### config.mk
export PLATFORM = sky130hd
export DESIGN_NAME = instr_fetch
export DESIGN_NICKNAME = d
export VERILOG_FILES = /design/src/rtl/instr_fetch.sv
export SDC_FILE = /design/constraint.sdc
export NUM_CORES = 1
export LEC_CHECK = 0
export ABC_AREA = 1
export CORE_ASPECT_RATIO = 0.75
export CORE_MARGIN = 8
export CORE_UTILIZATION = 53
export CTS_BUF_LIST = sky130_fd_sc_hd__clkbuf_16
export CTS_CLUSTER_DIAMETER = 120
export DETAILED_ROUTE_END_ITERATION = 12
export GPL_ROUTABILITY_DRIVEN = 1
export PLACE_DENSITY = 0.94
export SLEW_MARGIN = 20
export SYNTH_ARGS = -nofsm -noshare
export SYNTH_HDL_FRONTEND = slang
export SYNTH_SLANG_ARGS = --single-unit
### constraint.sdc
create_clock -name clk -period 5.9 [get_ports clk]
set_clock_uncertainty 0.1 [all_clocks]
set_input_delay 0.59 -clock clk [delete_from_list [all_inputs] [get_ports clk]]
set_output_delay 0.59 -clock clk [all_outputs]
set_load 0.02 [all_outputs]
### src/rtl/instr_fetch.sv
// Instruction fetch stage between the SPRAM instruction ROM and the Hack CPU.
// Absorbs the one-cycle ROM latency so sequential fetches and jumps issue with no bubbles.
module instr_fetch #(
    parameter logic [15:0] RESET_VECTOR = 16'h0000,
    parameter int unsigned ROM_WORDS    = 32768
) (
    input  logic        clk,
    input  logic        resetn,
    input  logic        clken,
    input  logic        rom_ready,
    output logic [15:0] rom_address,
    input  logic [15:0] rom_instruction,
    input  logic        stall,
    input  logic        jump,
    input  logic [15:0] jump_target,
    output logic [15:0] instr,
    output logic [15:0] instr_pc,
    output logic        instr_valid,
    output logic        fault,
    output logic [31:0] retired
);

    typedef enum logic [1:0] {
        BOOT  = 2'b00,
        RUN   = 2'b01,
        FAULT = 2'b10
    } state_t;

    // Seventeen bits so that a full 64K-word image never reports out of range.
    localparam logic [16:0] ROM_LIMIT = 17'(ROM_WORDS);

    state_t      state_q, state_d;
    logic [15:0] fetch_pc_q, fetch_pc_d;
    logic [15:0] inflight_pc_q, inflight_pc_d;
    logic        inflight_valid_q, inflight_valid_d;
    logic [31:0] retired_q, retired_d;

    logic        advance_s;
    logic        in_range_s;
    logic        consume_s;
    logic [15:0] next_addr_s;

    // Fetch address selection and ROM address steering.
    always_comb begin
        advance_s   = 1'b0;
        next_addr_s = RESET_VECTOR;
        case (state_q)
            BOOT: begin
                next_addr_s = RESET_VECTOR;
                advance_s   = clken && rom_ready;
            end
            RUN: begin
                next_addr_s = jump ? jump_target : fetch_pc_q;
                advance_s   = clken && !stall;
            end
            FAULT: begin
                next_addr_s = inflight_pc_q;
                advance_s   = 1'b0;
            end
            default: begin
                next_addr_s = RESET_VECTOR;
                advance_s   = 1'b0;
            end
        endcase
        in_range_s  = ({1'b0, next_addr_s} < ROM_LIMIT);
        consume_s   = clken && (state_q == RUN) && inflight_valid_q && !stall;
        rom_address = advance_s ? next_addr_s : inflight_pc_q;
    end

    // Next-state computation for the fetch pointers, state and retire counter.
    always_comb begin
        state_d          = state_q;
        fetch_pc_d       = fetch_pc_q;
        inflight_pc_d    = inflight_pc_q;
        inflight_valid_d = inflight_valid_q;
        if (advance_s) begin
            if (in_range_s) begin
                inflight_pc_d    = next_addr_s;
                fetch_pc_d       = next_addr_s + 16'd1;
                inflight_valid_d = 1'b1;
                state_d          = RUN;
            end else begin
                inflight_valid_d = 1'b0;
                state_d          = FAULT;
            end
        end else begin
            state_d = state_q;
        end
        if (consume_s) begin
            retired_d = retired_q + 32'd1;
        end else begin
            retired_d = retired_q;
        end
    end

    // State register with synchronous active-low reset.
    always_ff @(posedge clk) begin
        if (!resetn) begin
            state_q          <= BOOT;
            fetch_pc_q       <= RESET_VECTOR;
            inflight_pc_q    <= RESET_VECTOR;
            inflight_valid_q <= 1'b0;
            retired_q        <= 32'd0;
        end else begin
            state_q          <= state_d;
            fetch_pc_q       <= fetch_pc_d;
            inflight_pc_q    <= inflight_pc_d;
            inflight_valid_q <= inflight_valid_d;
            retired_q        <= retired_d;
        end
    end

    assign instr       = rom_instruction;
    assign instr_pc    = inflight_pc_q;
    assign instr_valid = inflight_valid_q && (state_q == RUN);
    assign fault       = (state_q == FAULT);
    assign retired     = retired_q;

endmodule

==> load_flow_metrics.sql <==
INSERT INTO impl_metrics (metric_group, metric, value, unit) VALUES
('run_status', 'outcome', 'completed', ''),
('setup_path', 'path_cells', 'ha_1, inv_1, nand2_1, nand2_1, nand2_2, inv_1, o21ai_0, clkdlybuf4s50_1', ''),
('logic_synthesis', 'synth.net_count', '727', ''),
('setup_path', 'buffers_and_inverters_on_the_worst_path', '3', ''),
('drt', 'vias_per_cell', '5.57', ''),
('timing', 'setup_viol', '0', ''),
('logic_synthesis', 'yosysSeqAreaShare', '0.305', ''),
('timing', 'drv_slew', '0', ''),
('power', 'vdd.ir_drop.worst', '0.000142', 'V'),
('setup_path', 'crit_arrival', '3350', 'ps'),
('power', 'power.sequential.fraction', '0.402', ''),
('timing', 'layout_min_cycle_time', '4040', 'ps'),
('logic_synthesis', 'synth_flop_cell', 'dfxtp_1', ''),
('cts', 'cts_max_path_buffers', '2', ''),
('finish', 'nFillCells', '687', ''),
('drt', 'drt_iter0_markers', '538', ''),
('placement', 'final_hpwl_from_detailed_placement', '9530', 'microns'),
('finish', 'regArea', '0.00132', 'sq mm'),
('logic_synthesis', 'synth.yosys.warnings', '0', ''),
('setup_path', 'setup.worst_path.start', 'state_q[0]$_SDFFE_PN0N_', ''),
('drt', 'drtPass1Iterations', '5', ''),
('logic_synthesis', 'synthesis.instances', '683', ''),
('setup_path', 'crit_path_start_kind', 'flop', ''),
('finish', 'finalNonFillerCells', '850', ''),
('grt', 'grt_max_degree', '38', ''),
('logic_synthesis', 'syn_area', '0.00433', 'sq mm'),
('run', 'cap_viol_max_count', '0', ''),
('worst_hold_path', 'worstHoldStart', 'fetch_pc_q[15]$_SDFFE_PN0P_', ''),
('setup_path', 'path_max_fanout', '31', ''),
('logic_synthesis', 'number_of_enable_type_register_cells_in_the_synthesized_netlist', '0', ''),
('placement', 'placedCellCount', '834', ''),
('setup_path', 'cp.required', '5210', 'ps'),
('cts', 'cts_setup_buffers', '0', ''),
('timing', 'worstMarginPinSlew', '880', 'ps'),
('timing', 'timing.final.ws_setup', '1860', 'ps'),
('cts', 'cts_repair_resize_count', '0', ''),
('timing', 'slew_headroom', '0.413', ''),
('timing', 'rsz0062_at_grt', 'no', ''),
('grt', 'grt_pass1_wl', '21100', 'microns'),
('logic_synthesis', 'yosysTopAreaCellShare', '0.305', ''),
('grt', 'number_of_global_route_vias_before_repair', '4383', ''),
('placement', 'dp_worst_setup_slack', '2150', 'ps'),
('timing', 'tcrit_tclk_final', '0.685', ''),
('grt', 'grt_usage', '0.228', ''),
('finish', 'area_delta_synth_final', '24.1', '%'),
('power', 'power.switching', '0.310', 'mW'),
('cts', 'cts_root_buffer', 'clkbuf_16', ''),
('timing', 'finalHoldViolations', '0', ''),
('placement', 'place.gp.congestion', '0.940', ''),
('finish', 'final_layout_size_suffix_gt1_frac', '0.0779', ''),
('logic_synthesis', 'synth-async-reset-ratio', '0', ''),
('setup_path', 'worst-setup-path-type', 'flop to primary output', ''),
('die', 'chipHeight', '94.3', 'microns'),
('cts', 'numCtsBuffers', '9', ''),
('setup_path', 'timing.rr.end', 'fetch_pc_q[7]$_SDFFE_PN0P_', ''),
('drt', 'drt.antenna.violating_nets', '0', ''),
('worst_hold_path', 'whs_path_depth', '2', ''),
('finish', 'most-common-layout-cells', 'nand2_1, clkdlybuf4s50_1, inv_1', ''),
('timing', 'fin_worst_hold_slack', '390', 'ps'),
('power', 'total_leakage_power', '2.01', 'nW'),
('timing', 'max_clock_freq', '247', 'MHz'),
('drt', 'drcViolationCount', '0', ''),
('finish', 'antennaDiodeCount', '0', ''),
('die', 'placement_rows', '28', ''),
('setup_path', 'ff2ff_path_depth', '10', ''),
('worst_hold_path', 'hold_path.class', 'flop to flop', ''),
('drt', 'routed_wl', '13200', 'microns'),
('power', 'clock_network_power_share', '0.476', ''),
('power', 'finalPower', '1.13', 'mW'),
('grt', 'overflow_after_grt', '0', ''),
('logic_synthesis', 'postSynthAreaPerCell', '6.34', 'sq um');
worst register-to-register path, stage by stage, from the launching register on:
cell and delay, ps:
dfxtp_1 460, ha_1 750, nor2_1 110, nor2_1 140, nand2_2 360, nor2_8 530
inv_4 210, nor2_4 200, nand2_1 90, o21ai_0 160, nor2_1 50
flip-flops by register name (all words and copies together), names as in the netlist:
signal and cells:
state_q 2, retired 32, instr_pc 16, fetch_pc_q 16
synthesized netlist by cell type, types with 2 or more instances:
master    count
a21oi_1      46
dfxtp_1      66
a31oi_1       2
o21a_1        2
nor2_4        7
xor2_1        8
nor2_1       50
nand3b_1      2
o21ai_1       5
inv_4         2
inv_1        83
xnor2_1       6
clkbuf_1     10
nand3_2       3
o211ai_1      2
o21ai_0      42
ha_1          6
nor3_1       17
nor2_2        5
buf_1         2
nand4_1      16
a211oi_1      2
nand3_1      37
nand2_2      13
nand2_1     201
buf_6         5
buf_4        17
o22ai_1       2
inv_2         5
buf_2         7
metal layers:
| metal | part of all wire | wire length, microns | vias up | track usage |
|---|---|---|---|---|
| met1 | 0.43 | 5660 | 2137 | 0.288 |
| met3 | 0.11 | 1460 | 39 | 0.0733 |
| met5 | 0 | 0 | - | 0 |
| li1 | - | - | 2279 | - |
| met2 | 0.44 | 5830 | 279 | 0.358 |
| met4 | 0.018 | 242 | 0 | 0.0819 |
power by group through the flow:
stage	registers, mW	clock network [mW]	logic, mW
3_3_place_gp	0.465	0	0.133
2_1_floorplan	0.467	0	0.110
4_1_cts	0.456	0.543	0.136
6_report	0.456	0.540	0.139
3_5_place_dp	0.466	0	0.135
5_1_grt	0.457	0.562	0.150
logic make-up (layout without fill, tap and decap cells):
family / after synthesis / count (layout) / synth area share
compound gates: 105 / 105 / 0.128
xor+xnor: 14 / 14 / 0.0283
fa+ha+maj: 6 / 6 / 0.0173
buf+inv: 132 / 194 / 0.141
flops: 66 / 66 / 0.305
simple gates: 360 / 360 / 0.380
cell type report:
type                    instances  share of cell area
repair buffers                 88               0.163
well taps                     105              0.0245
multi-input cells             485               0.446
inverters                      90              0.0638
flip-flops and latches         66               0.246
clock buffers                   9              0.0419
clock inverters                 7              0.0142
through the flow:
step           utilization  instance area (sq um)
6_report             0.679                   5370
5_1_grt              0.679                   5370
4_1_cts              0.679                   5370
3_5_place_dp         0.640                   5070
3_3_place_gp         0.640                   5070
2_1_floorplan            -                   4330
how the worst max path moves through the flow:
stage	slack [ps]	cells past startpoint	endpoint
floorplan	3380	8	rom_address[10]
global placement	2220	8	rom_address[4]
detailed placement	2150	8	rom_address[4]
CTS	1900	8	rom_address[14]
global route	1660	8	rom_address[15]
finish	1860	8	rom_address[14]
Note: power is estimated with default switching activity, not from simulation.
